`src/rtl/plab5_mcore_mem_req_sched.sv`:
```
// rtl/plab5_mcore_mem_req_sched.sv - shares one memory-net port between icache (port 0) and dcache (port 1)

module plab5_mcore_mem_req_sched #(
  parameter int p_net_src           = 0,
  parameter int p_num_ports         = 4,
  parameter int p_max_outstanding   = 4,
  parameter int p_mem_opaque_nbits  = 8,
  parameter int p_mem_addr_nbits    = 32,
  parameter int p_mem_data_nbits    = 32,
  parameter int p_net_opaque_nbits  = 4,
  parameter int p_net_srcdest_nbits = 2,
  localparam int c_req_nbits      = 3 + p_mem_opaque_nbits + p_mem_addr_nbits + 2 + p_mem_data_nbits,
  localparam int c_resp_nbits     = 3 + p_mem_opaque_nbits + 2 + p_mem_data_nbits,
  localparam int c_net_req_nbits  = 2 * p_net_srcdest_nbits + p_net_opaque_nbits + c_req_nbits,
  localparam int c_net_resp_nbits = 2 * p_net_srcdest_nbits + p_net_opaque_nbits + c_resp_nbits
) (
  input  logic                        clk,
  input  logic                        reset,

  input  logic [c_req_nbits-1:0]      req0_msg,
  input  logic                        req0_val,
  output logic                        req0_rdy,
  input  logic [c_req_nbits-1:0]      req1_msg,
  input  logic                        req1_val,
  output logic                        req1_rdy,

  output logic [c_resp_nbits-1:0]     resp0_msg,
  output logic                        resp0_val,
  input  logic                        resp0_rdy,
  output logic [c_resp_nbits-1:0]     resp1_msg,
  output logic                        resp1_val,
  input  logic                        resp1_rdy,

  output logic [c_net_req_nbits-1:0]  net_req_msg,
  output logic                        net_req_val,
  input  logic                        net_req_rdy,

  input  logic [c_net_resp_nbits-1:0] net_resp_msg,
  input  logic                        net_resp_val,
  output logic                        net_resp_rdy,

  output logic                        err
);

  localparam int c_cnt_nbits     = $clog2(p_max_outstanding + 1);
  localparam int c_dest_nbits    = (p_num_ports > 1) ? $clog2(p_num_ports) : 1;
  localparam int c_addr_lsb      = 2 + p_mem_data_nbits;
  localparam int c_req_port_bit  = c_addr_lsb + p_mem_addr_nbits + p_mem_opaque_nbits - 1;
  localparam int c_resp_port_bit = 2 + p_mem_data_nbits + p_mem_opaque_nbits - 1;
  localparam logic [c_cnt_nbits-1:0] c_cnt_max = c_cnt_nbits'(p_max_outstanding);

  logic                       prio;
  logic [c_cnt_nbits-1:0]     cnt0;
  logic [c_cnt_nbits-1:0]     cnt1;
  logic                       qbuf_full;
  logic [c_net_req_nbits-1:0] qbuf_msg;
  logic                       rbuf_full;
  logic                       rbuf_tgt;
  logic [c_resp_nbits-1:0]    rbuf_msg;

  // ---------------- request side ----------------
  logic                           elig0;
  logic                           elig1;
  logic                           grant0;
  logic                           grant1;
  logic                           can_accept;
  logic                           req0_hs;
  logic                           req1_hs;
  logic                           req_hs;
  logic [c_req_nbits-1:0]         win_msg;
  logic [c_req_nbits-1:0]         win_payload;
  logic [c_dest_nbits-1:0]        win_dest;

  assign elig0      = req0_val && (cnt0 < c_cnt_max);
  assign elig1      = req1_val && (cnt1 < c_cnt_max);
  assign grant0     = elig0 && (!elig1 || !prio);
  assign grant1     = elig1 && (!elig0 || prio);
  assign can_accept = !qbuf_full || net_req_rdy;

  assign req0_rdy = can_accept && grant0;
  assign req1_rdy = can_accept && grant1;
  assign req0_hs  = req0_val && req0_rdy;
  assign req1_hs  = req1_val && req1_rdy;
  assign req_hs   = req0_hs || req1_hs;

  assign win_msg  = grant1 ? req1_msg : req0_msg;
  assign win_dest = win_msg[c_addr_lsb + 4 +: c_dest_nbits];

  // Top opaque bit carries the requester id so the response can be steered back.
  always_comb begin
    win_payload                 = win_msg;
    win_payload[c_req_port_bit] = grant1;
  end

  assign net_req_val = qbuf_full;
  assign net_req_msg = qbuf_msg;

  // ---------------- response side ----------------
  logic [c_resp_nbits-1:0] in_payload;
  logic [c_resp_nbits-1:0] in_clean;
  logic                    in_tgt;
  logic                    in_cnt_zero;
  logic                    tgt_rdy;
  logic                    net_resp_hs;
  logic                    resp0_hs;
  logic                    resp1_hs;
  logic                    unused_net_hdr;

  assign in_payload     = net_resp_msg[c_resp_nbits-1:0];
  assign in_tgt         = in_payload[c_resp_port_bit];
  assign unused_net_hdr = ^net_resp_msg[c_net_resp_nbits-1:c_resp_nbits];

  always_comb begin
    in_clean                  = in_payload;
    in_clean[c_resp_port_bit] = 1'b0;
  end

  // A same-cycle request handshake makes the zero count legitimately non-zero.
  assign in_cnt_zero = in_tgt ? ((cnt1 == '0) && !req1_hs)
                              : ((cnt0 == '0) && !req0_hs);

  assign tgt_rdy      = rbuf_tgt ? resp1_rdy : resp0_rdy;
  assign net_resp_rdy = !rbuf_full || tgt_rdy;
  assign net_resp_hs  = net_resp_val && net_resp_rdy;

  assign resp0_val = rbuf_full && !rbuf_tgt;
  assign resp1_val = rbuf_full && rbuf_tgt;
  assign resp0_msg = rbuf_msg;
  assign resp1_msg = rbuf_msg;
  assign resp0_hs  = resp0_val && resp0_rdy;
  assign resp1_hs  = resp1_val && resp1_rdy;

  // ---------------- state ----------------
  always_ff @(posedge clk or negedge reset) begin
    if (!reset) begin
      prio      <= 1'b0;
      cnt0      <= '0;
      cnt1      <= '0;
      qbuf_full <= 1'b0;
      qbuf_msg  <= '0;
      rbuf_full <= 1'b0;
      rbuf_tgt  <= 1'b0;
      rbuf_msg  <= '0;
      err       <= 1'b0;
    end else begin
      if (req_hs) begin
        qbuf_full <= 1'b1;
        qbuf_msg  <= {p_net_srcdest_nbits'(win_dest),
                      p_net_srcdest_nbits'(p_net_src),
                      {p_net_opaque_nbits{1'b0}},
                      win_payload};
        prio      <= req0_hs;
      end else if (net_req_rdy) begin
        qbuf_full <= 1'b0;
      end

      case ({req0_hs, resp0_hs})
        2'b10:   cnt0 <= cnt0 + 1'b1;
        2'b01:   cnt0 <= cnt0 - 1'b1;
        default: cnt0 <= cnt0;
      endcase

      case ({req1_hs, resp1_hs})
        2'b10:   cnt1 <= cnt1 + 1'b1;
        2'b01:   cnt1 <= cnt1 - 1'b1;
        default: cnt1 <= cnt1;
      endcase

      if (resp0_hs || resp1_hs) begin
        rbuf_full <= 1'b0;
      end
      if (net_resp_hs && !in_cnt_zero) begin
        rbuf_full <= 1'b1;
        rbuf_tgt  <= in_tgt;
        rbuf_msg  <= in_clean;
      end
      if (net_resp_hs && in_cnt_zero) begin
        err <= 1'b1;
      end
    end
  end

endmodule

```
`config.mk`:
```
export PLATFORM = sky130hd
export DESIGN_NAME = plab5_mcore_mem_req_sched
export DESIGN_NICKNAME = d
export VERILOG_FILES = /design/src/rtl/plab5_mcore_mem_req_sched.sv
export SDC_FILE = /design/constraint.sdc
export NUM_CORES = 1
export LEC_CHECK = 0
export ABC_CLOCK_PERIOD_IN_PS = 4059
export BUFFER_PORTS_ARGS = -buffer_cell sky130_fd_sc_hd__buf_2
export CAP_MARGIN = 20
export CORE_AREA = 2 2 155 157
export CTS_CLUSTER_DIAMETER = 60
export CTS_CLUSTER_SIZE = 16
export DETAILED_ROUTE_END_ITERATION = 16
export DIE_AREA = 0 0 157 159
export SLEW_MARGIN = 20
export SYNTH_ARGS = -nofsm -noshare
export SYNTH_HDL_FRONTEND = slang
export SYNTH_SLANG_ARGS = --single-unit
```
`constraint.sdc`:
```
create_clock -name clk -period 4.06 [get_ports clk]
set_clock_uncertainty 0.15 [all_clocks]
set_input_delay 1.218 -clock clk [delete_from_list [all_inputs] [get_ports clk]]
set_output_delay 1.218 -clock clk [all_outputs]
set_load 0.02 [all_outputs]
```
==> run metrics, run 1 <==
yosys warns=0; post-layout min period=3496 ps; Final Worst Setup Slack=563.9 ps; DR iter-0 viols=154; Synth Area in Compound Gates=0.06802; RSZ-0062 raised after global routing=no; Yosys top cell area share=0.5205; period utilization=0.8611; DRC Markers=0; routability-driven placement congestion ratio=0.7509; syn avg cell area=11.82 µm²; GRT Overall Usage=0.1439; number of synthesized flops with an enable pin=0; Die ar.=24,960 µm²; area grow syn2layout=39.65%; largest area contributor in the netlist=dfrtp_1; reg2reg start=cnt0[2]; Core Area=23,190 µm²; CP Launch Point=req0_val; CP peak stage delay=470 ps; Buffers on Ports=378; Antenna Diode Count=0; I/O Pins=397; vias in the first global route=5,127; Post-Route WL=18,100 µm; worst hold path type=reg2reg; final global-route overflow total=0; largest net degree at the start of global routing=106; Worst Path Class, Setup=in2out; 1st-pass router iterations=4; mapped cell area=6346 µm²; Final Slew Violations=0; vias per inst=4.174; largest family of logic cells by synthesized area=multiplexers; outcome=complete, no violations; Multi-input gate area=2456 µm²; Clock Path Buffers=2; dpl cells=1,168; post-DP HPWL=13,730 µm; ys flop type=dfrtp_1; final antenna-violating net count=0; leakage=4.567 nW; Post-Synth Adder-Cell Area=0.01025; worst skew pair latency=410 ps; post-route setup TNS=0 ps; die height=159 µm; register area share after synthesis=0.5205; layout cell share with drive strength beyond 1=0.5352; antenna violations before repair=0; final setup vio count=0; Syn Inst Count=537; clock slew at reported path FFs=60 ps; final total power=7.936 mW; clk sinks=132; Seq cells post-synth=132; CTS tree=done; WP data arrival=2130 ps; CTS Buf Count=17; # resized after CTS=0; nets@finish=1,087; Pwr Density=895.5 nW/µm²; Top cell by count, worst path=buf_2; area share of and/or/nand/nor cells after synthesis=0.06506; row cnt=56; Synth Area in XOR/XNOR=0.008281; most frequent cell after synthesis=dfrtp_1; max cap viols=0; routing usage on met2=0.2562; peak fanout along the critical path=3; max_slew headroom=0.4885; Yosys cell types=35; global-route wire length before repair=27,640 µm; CP max-delay cell=or3b_2; Finished Layout Cells=1,199; Starting Density=0.2736; flop-to-flop setup slack=1710 ps; Top Usage Layer GRT=met2; DP Worst Slack=584.4 ps; Final Hold Fails=0; top post-synthesis cells by area=dfrtp_1, mux2i_1, mux2_4; M1 GR Usage=0.1607; Fillers=2,323; register area=3303 µm²; min-delay src=err; Root Buffer=clkbuf_16; postcts setup bufs=0; per-cell routed wire length=15.10 µm; via count=5,005; CP cell instances=buf_2, or3b_2, and3_1, buf_2; CP required=2690 ps; CP Launch Type=primary input; Post-CTS Hold Fix Bufs=0; Crit. End Element=output port; DIE WIDTH=157 µm; mux contribution to synthesized area=0.2283; most frequent cells after synthesis=dfrtp_1, nand2_1, mux2i_1, o21ai_0, buf_4; Tightest Pin Transition=767.3 ps; fraction of registers with async set/reset=1.000; H-tree levels=4; Peak Freq=286.0 MHz; Max VDD drop=0.0002747 V; GRT met3 Usage=0.05389
per-layer routing:
metal  part of all wire  vias to the layer above
met5                  0                        -
met2               0.51                      254
met4              0.011                        0
li1                   -                     2432
met3              0.086                       13
met1               0.39                     2306
path summary, 6_finish.rpt:
| kind | end | depth (start not counted) |
|---|---|---|
| setup / recovery | req1_rdy | 4 |
| hold / removal | err | 1 |
| setup reg to reg | cnt1[1] | 6 |
| hold reg to reg | err | 1 |
| max in group asynchronous | net_req_msg[60] | 2 |
| min in group asynchronous | resp0_msg[24] | 1 |
power by group:
group | switching (mW) | internal [mW]
registers | 0.419 | 1.98
clock network | 0.603 | 1.15
logic | 2.33 | 1.45
total | 3.35 | 4.59
cells by family (layout without fill, tap and decap cells):
family	count (synthesis)	count (layout)
xor+xnor	6	6
mux	124	124
fa+ha+maj	4	4
simple gates	97	97
compound gates	83	83
other cells	1	8
flops	132	132
buf+inv	90	426
sequential cells by signal, indices dropped and copies added, names as in the netlist:
| signal | cells |
|---|---|
| cnt0 | 3 |
| cnt1 | 3 |
| err | 1 |
| net_req_msg | 77 |
| net_req_val | 1 |
| prio | 1 |
| rbuf_full | 1 |
| rbuf_tgt | 1 |
| resp0_msg | 44 |
per-stage QoR:
stage	utilization	hold WS [ps]	cell area, µm²
6_report	0.3821	314.4	8862
5_1_grt	0.3821	340.1	8862
4_1_cts	0.3821	317.7	8862
3_5_place_dp	0.3535	303.3	8199
3_3_place_gp	0.3535	297.6	8199
2_1_floorplan	-	309.9	6372
placed cells by master (no fill, tap or decap), types with 2 or more instances in the layout:
cell / count
buf_2: 377
dfrtp_1: 132
nand2_1: 80
mux2i_1: 78
o21ai_0: 78
mux2_4: 40
clkbuf_16: 17
conb_1: 8
buf_4: 8
inv_1: 6
mux2_2: 6
bufinv_16: 6
clkinv_4: 4
xnor2_1: 3
xor2_1: 3
buf_12: 3
and3_1: 2
nor2b_1: 2
and2_1: 2
nor2_1: 2
fa_1: 2
ha_1: 2
clkbuf_1: 2
clkinvlp_4: 2
worst max-delay path, delay by kind of cell:
| kind | cells | cell delay, ps |
|---|---|---|
| AND/OR/NAND/NOR | 2 | 650 |
| buffers and inverters | 2 | 250 |
area by class of cell:
type | count | area share
clock buffers | 19 | 0.04885
clock inverters | 12 | 0.02598
inverters | 6 | 0.002541
multi-input cells | 322 | 0.2771
flip-flops and latches | 132 | 0.3727
well taps | 319 | 0.04504
repair buffers | 389 | 0.2277
Note: power is estimated with default switching activity, not from simulation.
==> inputs of run 2 (changes only) <==
Settings changed: ABC_CLOCK_PERIOD_IN_PS 4059 to 3100, CORE_AREA 2 2 155 157 to 2 2 156 158, CTS_BUF_LIST set to sky130_fd_sc_hd__clkbuf_8 sky130_fd_sc_hd__clkbuf_16, DIE_AREA 0 0 157 159 to 0 0 158 160.
Clock period 4.06 ns to 3.1 ns, I/O delays scaled along.
==> run 2 against run 1 <==
Sequential share of layout area grew 0.32 points. Critical endpoint unchanged. Non-clock buffer count is 3 higher. Via count decreased by 0.24%. Largest cell class unchanged. Highest routed layer unchanged.
==> run metrics, run 2 (same netlist as run 1, synthesis figures left out) <==
outcome=complete, no violations; worst skew pair latency=410 ps; CP peak stage delay=470 ps; RSZ-0062 raised after global routing=no; Crit. End Element=output port; final global-route overflow total=0; Worst path top cell family by delay=simple AND/OR/NAND/NOR gates; CP Launch Point=req0_val; Core Area=23,820 µm²; 1st-pass router iterations=4; CP required=2020 ps; via count=4,993; H-tree levels=4; per-cell routed wire length=14.94 µm; area grow syn2layout=38.45%; worst hold path type=in2async; CTS Buf Count=17; Antenna Diode Count=0; Tightest Pin Transition=506.1 ps; largest net degree at the start of global routing=84; Final Hold Fails=0; GRT Overall Usage=0.1406; Top cell by count, worst path=buf_2; Final Slew Violations=0; Worst Path Class, Setup=in2out; CTS tree=done; nets@finish=1,090; CP cell instances=buf_2, or3b_2, and3_1, buf_2; max cap viols=0; DIE WIDTH=158 µm; critical path depth=4; max_slew headroom=0.6626; DR iter-0 viols=218; r2r endpoint=cnt1[1]; postcts setup bufs=0; I/O Pins=397; Die ar.=25,280 µm²; clk sinks=132; post-route setup TNS=0 ps; most frequent cells in the layout=buf_2, dfrtp_1, nand2_1, mux2i_1, o21ai_0; row cnt=57; post-DP HPWL=13,770 µm; vias in the first global route=4,887; Max VDD drop=0.0004638 V; Peak Freq=344.2 MHz; worst setup path endpoint=req1_rdy; reg2reg start=cnt0[2]; Post-Route WL=18,050 µm; Post-CTS Hold Fix Bufs=0; period utilization=0.9373; global-route wire length before repair=27,040 µm; Multi-input gate area=2456 µm²; vias per inst=4.133; Clock Path Buffers=2; flop-to-flop setup slack=760 ps; cell depth of the worst flop-to-flop path=6; peak fanout along the critical path=3; Pwr Density=1137 nW/µm²; dpl cell area=8253 µm²; max reg flops=77; CP Launch Type=primary input; layout cell share with drive strength beyond 1=0.5373; Starting Density=0.2664; CP max-delay cell=or3b_2; leakage=4.534 nW; WP data arrival=1830 ps; Root Buffer=clkbuf_16; DRC Markers=0; antenna violations before repair=0; fin area=8786 µm²; final antenna-violating net count=0; Fillers=2,486; Buffers on Ports=378; final setup vio count=0; post-layout min period=2905 ps; die height=160 µm; clock slew at reported path FFs=70 ps; # resized after CTS=0; routability-driven placement congestion ratio=0.7397; most common cell after layout, fill and taps aside=buf_2; register area=3303 µm²; Bufs and invs on worst path=2
## run 2: cell types whose count changed in the layout (fill, tap and decap cells not counted)
cell,before,now
clkinv_4,4,2
bufinv_16,6,0
buf_4,8,9
inv_6,0,4
inv_1,6,8
clkbuf_1,2,0
clkinv_2,0,2
clkinvlp_4,2,5
buf_12,3,5
## run 2: area by class of cell
cell class | count | share of cell area
flip-flops and latches | 132 | 0.3760
multi-input cells | 322 | 0.2796
repair buffers | 392 | 0.2351
clock buffers | 17 | 0.04842
well taps | 324 | 0.04614
clock inverters | 15 | 0.01225
inverters | 6 | 0.002563
## run 2: where the power goes
| group | switching (mW) | total (mW) | internal, mW | leakage (nW) |
|---|---|---|---|---|
| sequential | 0.584 | 3.18 | 2.59 | 1.58 |
| combinational | 3.04 | 4.97 | 1.93 | 2.70 |
| clock | 0.817 | 1.84 | 1.03 | 0.255 |
## run 2: stage by stage
| step | std cells | setup slack [ps] | hold WS, ps | util | power (mW) |
|---|---|---|---|---|---|
| final | 1208 | 194.5 | 263.1 | 0.3688 | 9.987 |
| after global routing | 1208 | 162.6 | 278.9 | 0.3688 | 10.70 |
| after CTS | 1208 | 192.3 | 265.8 | 0.3688 | 10.18 |
| after detailed placement | 1176 | 166.9 | 313.1 | 0.3465 | 8.258 |
| after global placement | 1176 | 205.4 | 306.2 | 0.3465 | 8.178 |
| after floorplan | 544 | 264.4 | 309.9 | - | 6.802 |
## run 2: metal layers
layer / routed length (µm) / share of wire / global-route usage
met3: 1632 / 0.090 / 0.04532
met1: 7268 / 0.40 / 0.1618
met2: 8990 / 0.50 / 0.2484
met4: 154 / 0.0085 / 0.03931
met5: 0 / 0 / 0
## run 2: how the worst min path moves through the flow
stage | slack (ps) | startpoint | endpoint | cells past startpoint
after global routing | 280 | reset | resp0_msg[7] | 1
after CTS | 270 | reset | resp0_msg[7] | 1
final | 260 | reset | resp0_msg[7] | 1
after detailed placement | 310 | net_req_msg[73] | net_req_msg[73] | 2
after global placement | 310 | net_req_msg[65] | net_req_msg[65] | 2
after floorplan | 310 | cnt0[0] | cnt0[0] | 1
==> inputs of run 3 (changes only) <==
Settings changed: RECOVER_POWER set to 50.
==> run 3 against run 2 <==
The run now ends with max-capacitance violations, max-slew violations left. Worst setup slack got worse by 17 ps. Global-route usage did not move. Wire length hardly changed. Worst hold slack better by 62 ps. Register-to-register slack worse by 130 ps. Total power down 1.3%. Critical endpoint unchanged.
==> run metrics, run 3 (same netlist as run 1, synthesis figures left out) <==
outcome=finished with violations; failing checks=max-capacitance violations, max-slew violations; 1st-pass router iterations=5; final setup vio count=0; post-DP HPWL=13,770 µm; Crit. End Element=output port; I/O Pins=397; Final Hold Fails=0; peak fanout along the critical path=3; CP required=2020 ps; postcts setup bufs=0; Pwr Density=1137 nW/µm²; Final Slew Violations=39; DR iter-0 viols=212; DIE WIDTH=158 µm; H-tree levels=4; max_slew headroom=-0.2341; most frequent cells in the layout=buf_2, dfrtp_1, nand2_1, mux2i_1, o21ai_0; RSZ-0062 raised after global routing=no; largest net degree at the start of global routing=84; routability-driven placement congestion ratio=0.7397; CP max-delay cell=or3b_2; antenna violations before repair=0; Post-CTS Hold Fix Bufs=0; Switching Fraction=0.4512; nets@finish=1,090; Internal=5.411 mW; via count=4,977; Starting Density=0.2664; flop-to-flop setup slack=630 ps; WP data arrival=1840 ps; max reg flops=77; # resized after CTS=0; final global-route overflow total=0; vias per inst=4.120; Fillers=2,521; CP peak stage delay=470 ps; CP Launch Type=primary input; Peak Freq=342.2 MHz; row cnt=57; Logic pwr share=0.489; Clk pwr share=0.187; post-route setup TNS=0 ps; Switch Pwr=4.448 mW; Worst Path Class, Setup=in2out; Max VDD drop=0.0004326 V; worst hold path type=reg2reg; layout cell share with drive strength beyond 1=0.4581; area grow syn2layout=36.65%; Die ar.=25,280 µm²; period utilization=0.9427; sequential power share=0.324; clk sinks=132; Root Buffer=clkbuf_16; Tightest Pin Transition=1851 ps; GRT Overall Usage=0.1406; vias in the first global route=4,887; CP cell instances=clkbuf_1, or3b_2, and3_1, buf_2; Core Area=23,820 µm²; final antenna-violating net count=0; CTS Buf Count=17; Buffers on Ports=378; max cap viols=1; CTS tree=done; per-cell routed wire length=14.95 µm; DRC Markers=0; Clock Path Buffers=2; final core occ=0.3641; leakage=4.316 nW; Post-Route WL=18,060 µm; Antenna Diode Count=0; worst skew pair latency=410 ps; most common cell after layout, fill and taps aside=buf_2; die height=160 µm; clock slew at reported path FFs=60 ps; global-route wire length before repair=27,040 µm; post-layout min period=2923 ps
run 3: power groups by stage:
stage / Combinational [mW] / Clock, mW / Sequential (mW)
2_1_floorplan: 2.69 / 0 / 4.11
3_3_place_gp: 4.99 / 0 / 3.19
3_5_place_dp: 5.05 / 0 / 3.21
4_1_cts: 5.05 / 1.93 / 3.20
5_1_grt: 5.25 / 2.01 / 3.33
6_report: 4.83 / 1.84 / 3.19
run 3: metrics by stage:
step                hold slack, ps  std cells  total power [mW]  setup WS (ps)  cell area (µm²)
floorplan                    309.9        544             6.802          264.4             6372
global placement             306.2       1176             8.178          205.4             8253
detailed placement           313.1       1176             8.258          166.9             8253
CTS                          265.8       1208             10.18          192.3             8786
global route                 362.0       1208             10.58          123.6             8672
finish                       325.6       1208             9.859          177.5             8672
run 3: cell type report:
cell class	count	area, µm²	share of cell area
flip-flops and latches	132	3303	0.3809
multi-input cells	322	2454	0.2829
clock inverters	15	107.6	0.01241
well taps	324	405.4	0.04675
inverters	6	22.52	0.002597
repair buffers	392	1954	0.2254
clock buffers	17	425.4	0.04905
run 3: worst max-delay path: cells and delay by family:
| kind | cells | cell delay, ps |
|---|---|---|
| buf+inv | 2 | 260 |
| simple gates | 2 | 650 |
run 3: final timing paths:
kind / end / start / cells after the start
worst max-delay path: req1_rdy / req0_val / 4
worst min-delay path: net_req_msg[73] / net_req_msg[73] / 2
worst max register to register: net_req_msg[53] / cnt1[2] / 4
worst min register to register: net_req_msg[73] / net_req_msg[73] / 2
max in group asynchronous: net_req_msg[34] / reset / 2
min in group asynchronous: resp0_msg[7] / reset / 1
run 3: routing by layer:
| layer | share of wire | wire [µm] | track usage | vias to the layer above |
|---|---|---|---|---|
| met1 | 0.40 | 7250 | 0.1618 | 2295 |
| li1 | - | - | - | 2433 |
| met5 | 0 | 0 | 0 | - |
| met3 | 0.090 | 1627 | 0.04532 | 5 |
| met2 | 0.50 | 9025 | 0.2484 | 244 |
| met4 | 0.0087 | 157 | 0.03931 | 0 |
